### config.mk
export PLATFORM = sky130hd
export DESIGN_NAME = conway_grid_serial_flat
export DESIGN_NICKNAME = d
export VERILOG_FILES = /design/src/rtl/conway_pkg.sv /design/src/rtl/conway_grid_serial_if.sv /design/src/rtl/conway_life_rule.sv /design/src/rtl/conway_grid_serial.sv /design/src/flat_wrapper.sv
export SDC_FILE = /design/constraint.sdc
export NUM_CORES = 1
export LEC_CHECK = 0
export ABC_AREA = 1
export BUFFER_PORTS_ARGS = -buffer_cell sky130_fd_sc_hd__buf_2
export CAP_MARGIN = 20
export CORE_UTILIZATION = 65
export DETAILED_ROUTE_END_ITERATION = 6
export PLACE_DENSITY = 0.82
export SETUP_SLACK_MARGIN = 0.3
export SKIP_LAST_GASP = 1
export SYNTH_ARGS = -nofsm -noshare
export SYNTH_HDL_FRONTEND = slang
export SYNTH_HIERARCHICAL = 1
export SYNTH_SLANG_ARGS = --single-unit
### constraint.sdc
create_clock -name clk -period 9.6 [get_ports clk]
set_input_delay 1.44 -clock clk [delete_from_list [all_inputs] [get_ports clk]]
set_output_delay 1.44 -clock clk [all_outputs]
set_load 0.02 [all_outputs]
### src/rtl/conway_pkg.sv
// Shared types and life-rule helpers for the serial Game-of-Life grid.
// The mode encoding matches the 2-bit mode pins driven by the wrapper.
package conway_pkg;

    typedef enum logic [1:0] {
        MODE_HOLD = 2'b00,
        MODE_LOAD = 2'b01,
        MODE_STEP = 2'b10,
        MODE_READ = 2'b11
    } mode_e;

    localparam logic [3:0] SURVIVE_LO = 4'd2;
    localparam logic [3:0] SURVIVE_HI = 4'd3;
    localparam logic [3:0] BIRTH      = 4'd3;

    function automatic logic [3:0] count_live(input logic [7:0] nb);
        logic [3:0] n;
        n = '0;
        for (int i = 0; i < 8; i++) begin
            n = n + {3'b000, nb[i]};
        end
        return n;
    endfunction

    function automatic logic next_state(input logic alive, input logic [3:0] n);
        if (alive) begin
            return (n >= SURVIVE_LO) && (n <= SURVIVE_HI);
        end
        return n == BIRTH;
    endfunction

endpackage

### src/rtl/conway_grid_serial_if.sv
// Serial cell port: mode and data_in towards the grid, data_out and the
// frame-complete pulse back to the host.
interface conway_grid_serial_if;

    logic                data_in;
    conway_pkg::mode_e   mode;
    logic                data_out;
    logic                frame_done;

    modport master (
        output data_in,
        output mode,
        input  data_out,
        input  frame_done
    );

    modport slave (
        input  data_in,
        input  mode,
        output data_out,
        output frame_done
    );

endinterface

### src/rtl/conway_life_rule.sv
// Combinational next-generation generator for a WIDTH x HEIGHT grid stored
// row-major (cell = row*WIDTH + col), with optional toroidal edges.
module conway_life_rule
    import conway_pkg::*;
#(
    parameter int WIDTH  = 8,
    parameter int HEIGHT = 8,
    parameter int WRAP   = 0
) (
    input  logic [WIDTH*HEIGHT-1:0] grid_i,
    output logic [WIDTH*HEIGHT-1:0] next_o
);

    for (genvar r = 0; r < HEIGHT; r++) begin : g_row
        for (genvar c = 0; c < WIDTH; c++) begin : g_col
            logic [7:0] nb;

            // Neighbour positions walk the 3x3 window, skipping the centre (4).
            for (genvar k = 0; k < 8; k++) begin : g_nb
                localparam int  POS    = (k < 4) ? k : k + 1;
                localparam int  RR_RAW = r + POS / 3 - 1;
                localparam int  CC_RAW = c + POS % 3 - 1;
                localparam bit  INSIDE = (RR_RAW >= 0) && (RR_RAW < HEIGHT) &&
                                         (CC_RAW >= 0) && (CC_RAW < WIDTH);
                localparam int  RR     = (RR_RAW + HEIGHT) % HEIGHT;
                localparam int  CC     = (CC_RAW + WIDTH) % WIDTH;

                if (INSIDE || (WRAP != 0)) begin : g_live
                    assign nb[k] = grid_i[RR*WIDTH + CC];
                end else begin : g_dead
                    assign nb[k] = 1'b0;
                end
            end

            assign next_o[r*WIDTH + c] = next_state(grid_i[r*WIDTH + c], count_live(nb));
        end
    end

endmodule

### src/rtl/conway_grid_serial.sv
// Serial-loaded Game-of-Life grid: LOAD/READ shift one cell per clock, STEP
// advances one generation per clock, with generation count and status flags.
module conway_grid_serial
    import conway_pkg::*;
#(
    parameter int WIDTH   = 8,
    parameter int HEIGHT  = 8,
    parameter int WRAP    = 0,
    parameter int GEN_W   = 8,
    parameter int LED_DIV = 20
) (
    input  logic                  clk,
    input  logic                  reset,
    conway_grid_serial_if.slave   sif,
    output logic [GEN_W-1:0]      gen_count,
    output logic                  stable,
    output logic                  extinct,
    output logic                  din_led,
    output logic                  dout_led,
    output logic                  clk_led,
    output logic [1:0]            mode_leds
);

    localparam int N     = WIDTH * HEIGHT;
    localparam int CNT_W = $clog2(N + 1);

    logic [N-1:0]       grid_q, grid_d, grid_next;
    logic               data_out_q, data_out_d;
    logic               frame_done_q, frame_done_d;
    logic [GEN_W-1:0]   gen_q, gen_d;
    logic               stable_q, stable_d;
    logic [CNT_W-1:0]   bit_cnt_q, bit_cnt_d;
    logic [CNT_W-1:0]   cnt_inc;
    logic               frame_end;
    mode_e              mode_q;
    logic               din_led_q, dout_led_q;
    logic [LED_DIV-1:0] led_cnt_q;

    conway_life_rule #(
        .WIDTH  (WIDTH),
        .HEIGHT (HEIGHT),
        .WRAP   (WRAP)
    ) u_rule (
        .grid_i (grid_q),
        .next_o (grid_next)
    );

    // A mode change restarts the frame, so the first LOAD/READ cycle counts as bit 1.
    assign cnt_inc   = ((sif.mode != mode_q) ? '0 : bit_cnt_q) + CNT_W'(1);
    assign frame_end = (cnt_inc == CNT_W'(N));

    always_comb begin
        // NOTE: every signal gets a default before the case so no path leaves it
        // unassigned; that is what keeps this block free of inferred latches.
        grid_d       = grid_q;
        data_out_d   = data_out_q;
        frame_done_d = 1'b0;
        gen_d        = gen_q;
        stable_d     = stable_q;
        bit_cnt_d    = '0;

        case (sif.mode)
            MODE_LOAD: begin
                grid_d = {sif.data_in, grid_q[N-1:1]};
                if (mode_q != MODE_LOAD) begin
                    gen_d    = '0;
                    stable_d = 1'b0;
                end
                bit_cnt_d    = frame_end ? '0 : cnt_inc;
                frame_done_d = frame_end;
            end
            MODE_READ: begin
                data_out_d   = grid_q[0];
                grid_d       = {grid_q[0], grid_q[N-1:1]};
                bit_cnt_d    = frame_end ? '0 : cnt_inc;
                frame_done_d = frame_end;
            end
            MODE_STEP: begin
                grid_d   = grid_next;
                stable_d = (grid_next == grid_q);
                if (gen_q != '1) begin
                    gen_d = gen_q + GEN_W'(1);
                end
            end
            MODE_HOLD: ;
            default: ;
        endcase
    end

    // NOTE: state registers use non-blocking assignments so every register in
    // this block samples pre-edge values, independent of statement order.
    always_ff @(posedge clk or posedge reset) begin
        if (reset) begin
            grid_q       <= '0;
            data_out_q   <= 1'b0;
            frame_done_q <= 1'b0;
            gen_q        <= '0;
            stable_q     <= 1'b0;
            bit_cnt_q    <= '0;
            mode_q       <= MODE_HOLD;
            din_led_q    <= 1'b0;
            dout_led_q   <= 1'b0;
            led_cnt_q    <= '0;
        end else begin
            grid_q       <= grid_d;
            data_out_q   <= data_out_d;
            frame_done_q <= frame_done_d;
            gen_q        <= gen_d;
            stable_q     <= stable_d;
            bit_cnt_q    <= bit_cnt_d;
            mode_q       <= sif.mode;
            din_led_q    <= sif.data_in;
            dout_led_q   <= data_out_q;
            led_cnt_q    <= led_cnt_q + LED_DIV'(1);
        end
    end

    assign sif.data_out   = data_out_q;
    assign sif.frame_done = frame_done_q;
    assign gen_count      = gen_q;
    assign stable         = stable_q;
    assign extinct        = ~|grid_q;
    assign din_led        = din_led_q;
    assign dout_led       = dout_led_q;
    assign clk_led        = led_cnt_q[LED_DIV-1];
    assign mode_leds      = mode_q;

endmodule
### src/flat_wrapper.sv
// flat-port wrapper written by rule: the top's interface ports become plain ports
module conway_grid_serial_flat import conway_pkg::*;
#(
    parameter int WIDTH   = 8,
    parameter int HEIGHT  = 8,
    parameter int WRAP    = 0,
    parameter int GEN_W   = 8,
    parameter int LED_DIV = 20
)
  (clk, reset, gen_count, stable, extinct, din_led, dout_led, clk_led, mode_leds, sif_data_in, sif_mode, sif_data_out, sif_frame_done);
  conway_grid_serial_if sif_i ();
  input  logic clk;
  input  logic reset;
  output logic [GEN_W-1:0] gen_count;
  output logic stable;
  output logic extinct;
  output logic din_led;
  output logic dout_led;
  output logic clk_led;
  output logic [1:0] mode_leds;
  input wire logic [$bits(sif_i.data_in)-1:0] sif_data_in;
  input wire logic [$bits(sif_i.mode)-1:0] sif_mode;
  output wire logic [$bits(sif_i.data_out)-1:0] sif_data_out;
  output wire logic [$bits(sif_i.frame_done)-1:0] sif_frame_done;
  assign sif_i.data_in = sif_data_in;
  assign sif_i.mode = sif_mode;
  assign sif_data_out = sif_i.data_out;
  assign sif_frame_done = sif_i.frame_done;
  conway_grid_serial #(.WIDTH(WIDTH), .HEIGHT(HEIGHT), .WRAP(WRAP), .GEN_W(GEN_W), .LED_DIV(LED_DIV)) u_core (.clk(clk), .reset(reset), .sif(sif_i), .gen_count(gen_count), .stable(stable), .extinct(extinct), .din_led(din_led), .dout_led(dout_led), .clk_led(clk_led), .mode_leds(mode_leds));
endmodule
==> summary.txt, run 1 <==
Setup path
  • CP Launch Point: u_core/grid_q[20]$_DFFE_PP0P_
  • CP Depth: 23
  • Setup crit start kind: register
  • R2R setup slack: roughly 4.8 ns
  • CP required: slightly below 10 ns
  • CP Cell Sequence: inv_1, fa_1, fa_1, fa_1, inv_1, ha_1, inv_1, fa_1, inv_1, nand2_1, nor2_1, nand2_1, inv_1, inv_1, nand2_1, nand2_1, inv_1, nand4_1, nor2_1, nand2_1, nor2_1, nand3_1, nand2_1
  • Cell family with most CP delay: adder cells
  • Crit-path slowest cell: fa_1
  • Bufs and invs on worst path: 7
  • Critical Path Sink: u_core/stable$_DFFE_PP0P_
  • Worst R2R Start: u_core/grid_q[20]$_DFFE_PP0P_
  • Worst EP arrival: roughly 5 ns
  • Max FO, Critical Path: 7
  • Critical path class: register to register
  • Crit Reg-Reg Endpoint: u_core/stable$_DFFE_PP0P_
  • R2R cell count: 23
  • Critical path's most frequent cell: inv_1
  • Setup crit end kind: register
  • Max incr delay on CP: roughly 0.55 ns

Clocking
  • Post-CTS sizing: 0
  • Worst-Skew Late Latency: about 0.37 ns
  • Maximum clock path buffer count: 2
  • Root Buffer Master: clkbuf_16
  • CTS tree: built
  • Postcts setup bufs: 0
  • CTS H-tree lvls: 3
  • # clock sinks: about 110
  • TritonCTS Buffers: 9
  • Clock Pin Slew Worst Setup and Hold Paths: approximately 0.090 ns
  • Hold_buf cts: 0

STA
  • Worst relative slew slack: 33.9%
  • Crit path time final: 4.77 ns
  • Final TNS setup: 0 ns
  • RSZ-0062 raised after global routing: no
  • Worst slew pin tran: 0.992 ns
  • PnR worst setup slack: a little under 5 ns
  • Hold Vio Cnt, Final: 0
  • Final setup violation count: 0
  • Max Slew Vio Count: 0
  • Clock Skew: around 0.011 ns
  • Fmax: around 210 MHz
  • Tcrit/Tclk final: 49.6%
  • Worst Hold Slack: roughly 0.42 ns

Routing
  • Number of DRC markers in iteration 0: 845
  • Vias per inst: ~5.6
  • Final wirelength: between 30 and 40 mm
  • Drt wl/cell: 16.5 µm
  • Drc violations: 0
  • Via count: between 10000 and 15000
  • 1st-pass router iterations: 5
  • Post-route ant nets: 0

Global route
  • Grt met2 use: between 50 and 60%
  • Congestion Overflow GR: 0
  • Largest net degree at the start of global routing: about 110
  • GR Util met3: under 10%
  • Global-route wire length before repair: 57.1 mm
  • Antenna violations before repair: 0
  • Tot GR Track Use: between 30% and 40%
  • Busiest grt layer: met2
  • Vias in the first global route: approximately 12000
  • Met1 GRT Util: a little over two fifths

Layout
  • Synthesis-to-finish area growth: 5.18%
  • Most common cell after layout, fill and taps aside: inv_1
  • Most frequent cells in the layout: inv_1, nand2_1, fa_1
  • Antenna cell count: 0
  • Nets@finish: 2138
  • Finished Cell Area: 15300 µm²
  • Share of layout cells above drive strength 1: 4.50%

Job
  • Max-cap violations: 0

Placed design
  • Post-DP HPWL: approximately 26 mm
  • Worst slack at placement: between 4 and 5 ns
  • Port buffer count: 21
  • Post-DP Area: about 15000 µm²
  • GP Congestion: 0.877

Worst hold path
  • Hold Path Class: register to register

Synthesis
  • Netlist Area Pre-Place: around 15000 µm²
  • FF+latch count, synth: 106
  • Synth Instances: 1785
  • Seq/Total Area, Yosys: between 10% and 20%
  • Syn nets: roughly 2100
  • EDFF count, synth: 0
  • Post-synth cell types: 41
  • Post-synth ARST share: 100%
  • Avg Cell Area, Syn: approximately 8 µm²
  • Yosys warnings: 6
  • Predominant post-synthesis flop cell: dfrtp_1

Die
  • Ports: 22
  • Total die area: roughly 23000 µm²
  • Core area: between 20000 and 25000 µm²
  • Initial core utilization: between 60 and 70%
  • Placement Rows: 54
  • Die Span Y: 151 µm
  • Chip width: roughly 150 µm

Status
  • Status: finished, final reports clean
-- metal layers --
metal  wire (µm)  share of wire, %  vias to the layer above
met5           0                 0                        -
met4         757               2.2                        0
met3        2380               6.9                       60
met2       16900                49                      451
met1       14300                42                     5685
li1            -                 -                     5460
-- area by class of cell --
| type | count | area, µm² |
|---|---|---|
| tap | 280 | 350 |
| timing repair buffer | 26 | 163 |
| multi-input combinational | 1180 | 9980 |
| clock buffer | 9 | 225 |
| sequential | 106 | 2650 |
| inverter | 471 | 1770 |
| fill | 1726 | 6570 |
| clock inverter | 7 | 108 |
-- worst min path at each step --
stage,end,slack (ns),start,cells after the start
CTS,u_core/dout_led$_DFF_PP0_,0.42,u_core/sif.data_out$_DFFE_PP0P_,0
global route,u_core/dout_led$_DFF_PP0_,0.43,u_core/sif.data_out$_DFFE_PP0P_,0
global placement,u_core/dout_led$_DFF_PP0_,0.39,u_core/sif.data_out$_DFFE_PP0P_,0
detailed placement,u_core/dout_led$_DFF_PP0_,0.40,u_core/sif.data_out$_DFFE_PP0P_,0
finish,u_core/dout_led$_DFF_PP0_,0.42,u_core/sif.data_out$_DFFE_PP0P_,0
floorplan,u_core/led_cnt_q[0]$_DFF_PP0_,0.44,u_core/led_cnt_q[0]$_DFF_PP0_,1
-- sequential cells by signal, indices dropped and copies added, names as in the netlist, 2 cells and up --
| signal | count |
|---|---|
| u_core/led_cnt_q | 20 |
| u_core/bit_cnt_q | 7 |
| u_core/grid_q | 64 |
| u_core/mode_leds | 2 |
| u_core/gen_count | 8 |
-- Yosys cell counts, types with 23 or more instances --
| library cell | n | area, µm² |
|---|---|---|
| nand3_1 | 41 | 205 |
| o21ai_0 | 28 | 140 |
| xor2_1 | 26 | 228 |
| dfrtp_1 | 106 | 2650 |
| a21oi_1 | 97 | 485 |
| nor2_1 | 166 | 623 |
| fa_1 | 196 | 3920 |
| a22oi_1 | 46 | 345 |
| xnor2_1 | 23 | 201 |
| ha_1 | 143 | 1790 |
| nand2_1 | 273 | 1020 |
| inv_1 | 463 | 1740 |
-- cell families (layout without fill, tap and decap cells) --
logic type / count (synthesis) / count (layout) / synth area share (%)
buffers and inverters: 499 / 513 / 13.0
DFF: 106 / 106 / 18.3
AOI/OAI and AO/OA: 225 / 225 / 9.51
and+or+nand+nor: 567 / 567 / 16.9
adders and majority gates: 339 / 339 / 39.4
xor gates and xnor gates: 49 / 49 / 2.96
-- per-stage QoR --
step / util (%) / std cells
floorplan: - / 1785
global placement: 68.2 / 2062
detailed placement: 68.2 / 2062
CTS: 69.8 / 2078
global route: 69.9 / 2079
finish: 69.9 / 2079
Power of run 1 is left out: the tool's default activity adds up to more than one toggle a clock period on the data nets, which glitch-free logic cannot reach.
==> run 2: changes to the inputs <==
CORE_UTILIZATION = 60   (was 65)
PLACE_DENSITY = 0.8   (was 0.82)
clock period = 4.02 ns   (was 9.6 ns; I/O delays follow)
==> run 2 against run 1 <==
The flow now finishes with violations (setup timing). Via count increased by 4.6%. Wire length increased by 6.0%. Fmax increased by 16%. Worst hold slack got worse by 0.072 ns. Critical path depth decreased by 4. Non-clock buffer count increased by 114. Sequential share of layout area decreased by 1.0 points. Global-route usage decreased by 1.2 points. Utilization decreased by 1.2 points. First-iteration DRC count increased by 6.7%. Design area increased by 6.3%.
==> summary.txt, run 2 (synthesized netlist as in run 1, its figures left out) <==
Clocking
  • CTS H-tree lvls: 3 (unchanged)
  • # clock sinks: 106 (unchanged)
  • Clock Pin Slew Worst Setup and Hold Paths: 0.09 ns (about the same)
  • Maximum clock path buffer count: 2 (unchanged)
  • CTS tree: built
  • Root Buffer Master: clkbuf_16
  • Hold_buf cts: 0 (unchanged)
  • Worst-Skew Late Latency: 0.38 ns (about the same)
  • TritonCTS Buffers: 9 (unchanged)

Setup path
  • Worst EP arrival: 4.43 ns (-0.64 ns)
  • CP required: 4.34 ns (-5.56 ns)
  • Critical path class: register to register
  • Setup crit start kind: register
  • Setup crit end kind: register
  • Max FO, Critical Path: 4 (-3)

Global route
  • Antenna violations before repair: 0 (unchanged)
  • Congestion Overflow GR: 0 (unchanged)
  • Largest net degree at the start of global routing: 109 (unchanged)
  • Global-route wire length before repair: 60.3 mm (+5.5%)
  • Vias in the first global route: 12900 (+7.0%)
  • Tot GR Track Use: 31.2% (-1.2 points)

Layout
  • Antenna cell count: 0 (unchanged)
  • Max FFs per register: 64 (unchanged)
  • Most common cell after layout, fill and taps aside: inv_1
  • Synthesis-to-finish area growth: 11.8%
  • Nets@finish: 2252 (+5.3%)
  • Top reg by flops: u_core/grid_q
  • Share of layout cells above drive strength 1: 11.8% (+7.3 points)
  • Most frequent cells in the layout: inv_1, nand2_1, fa_1
  • Cell Count, Final, Fillers Out: 2232 (+7.4%)
  • Finished Cell Area: 16200 µm² (+6.3%)

Die
  • Chip width: 157 µm (+4.0%)
  • Ports: 22 (unchanged)
  • Core area: 23600 µm² (+8.2%)
  • Total die area: 24800 µm² (+8.2%)
  • Initial core utilization: 61.4% (-5.0 points)
  • Die Span Y: 157 µm (+4.0%)
  • Placement Rows: 56 (+3.7%)

Job
  • Max-cap violations: 0 (unchanged)

Status
  • Violated checks: setup timing
  • Status: finished, violations left

STA
  • Final setup violation count: 1 (+1)
  • Worst Hold Slack: 0.349 ns (-0.0721 ns)
  • Hold Vio Cnt, Final: 0 (unchanged)
  • Worst slew pin tran: 1.06 ns (+0.0642 ns)
  • Crit path time final: 4.11 ns (-0.656 ns)
  • Max Slew Vio Count: 0 (unchanged)
  • Fmax: 243 MHz (+16%)
  • Worst relative slew slack: 29.5% (-4.4 points)
  • Clock Skew: 0.0127 ns (+0.00205 ns)
  • RSZ-0062 raised after global routing: yes
  • PnR worst setup slack: -0.0903 ns (-4.92 ns)
  • Tcrit/Tclk final: 102% (+53 points)

Routing
  • Number of DRC markers in iteration 0: 902 (+6.7%)
  • Drt wl/cell: 16.3 µm (-1.2%)
  • Vias per inst: 5.46 (-2.6%)
  • Final wirelength: 36.4 mm (+6.0%)
  • Drc violations: 0 (unchanged)
  • Post-route ant nets: 0 (unchanged)
  • Via count: 12200 (+4.6%)
  • 1st-pass router iterations: 5 (unchanged)

Placed design
  • GP Congestion: 0.861 (-1.8%)
  • Post-DP Area: 15700 µm² (+5.6%)
  • Placed Cells: 2203 (+6.8%)
  • Post-DP HPWL: 27.6 mm (+8.3%)
  • Worst slack at placement: -0.216 ns (-5.20 ns)
  • Port buffer count: 21 (unchanged)

Worst hold path
  • Hold Path Class: input port to register
[run 2: changes by cell type in the layout (fill, tap and decap cells not counted), moves of 3 or more]
cell        before  now
inv_1          462  444
dfrtp_2          0    3
inv_2            8   20
nor2_2           1    4
a21oi_2          6    9
a21oi_1         97   94
dfrtp_1        106  103
buf_4            4  117
nor2_1         166  162
clkinvlp_4       0    6
[run 2: area by class of cell]
type	count	area, µm²
fillers	1822	7410
flip-flops and latches	106	2660
clock inverters	7	88.8
clock buffers	9	225
repair buffers	140	1030
inverters	471	1790
multi-input cells	1180	10000
well taps	319	399
[run 2: path summary, 6_finish.rpt]
check                                                 to  cells after the start                             from  slack, ns
max in group asynchronous  u_core/grid_q[12]$_DFFE_PP0P_                      3                            reset       2.59
setup / recovery               u_core/stable$_DFFE_PP0P_                     19    u_core/grid_q[13]$_DFFE_PP0P_      -0.09
setup reg to reg               u_core/stable$_DFFE_PP0P_                     19    u_core/grid_q[13]$_DFFE_PP0P_      -0.09
hold reg to reg                u_core/dout_led$_DFF_PP0_                      0  u_core/sif.data_out$_DFFE_PP0P_       0.42
min in group asynchronous  u_core/mode_leds[1]$_DFF_PP0_                      2                            reset       0.42
hold / removal                  u_core/din_led$_DFF_PP0_                      1                      sif_data_in       0.35
[run 2: critical path: stages, from the launching register on]
cell	delay (ns)
dfrtp_1	0.41
clkinvlp_4	0.15
buf_4	0.17
fa_1	0.54
fa_1	0.43
fa_1	0.50
inv_1	0.05
ha_1	0.19
inv_1	0.07
fa_1	0.40
inv_1	0.06
nand3_1	0.07
a21oi_1	0.20
xnor2_1	0.19
nand3_1	0.10
nor2_1	0.12
nand2_1	0.14
nor2_1	0.15
nand3_2	0.07
nand2_1	0.05
[run 2: per-stage QoR]
step,TNS [ns],utilization (%)
3_3_place_gp,-0.162,66.6
2_1_floorplan,0,-
5_1_grt,-0.291,68.6
3_5_place_dp,-0.216,66.6
4_1_cts,0,68.1
6_report,-0.0903,68.6
[run 2: metal layers]
| metal | global-route usage [%] | vias to the layer above | part of all wire, % |
|---|---|---|---|
| li1 | - | 5699 | - |
| met1 | 38.6 | 5966 | 41 |
| met2 | 55.1 | 430 | 51 |
| met3 | 4.07 | 99 | 5.5 |
| met4 | 12.3 | 0 | 3.1 |
| met5 | 0 | - | 0 |
[run 2: what timing repair did]
item	CTS	global route
endpoints found under the hold margin	0	0
endpoints found under the setup margin	1	3
resized for setup	7	17
buffers inserted	3	9
pin swaps	0	12
Power of run 2 is left out for the same reason.
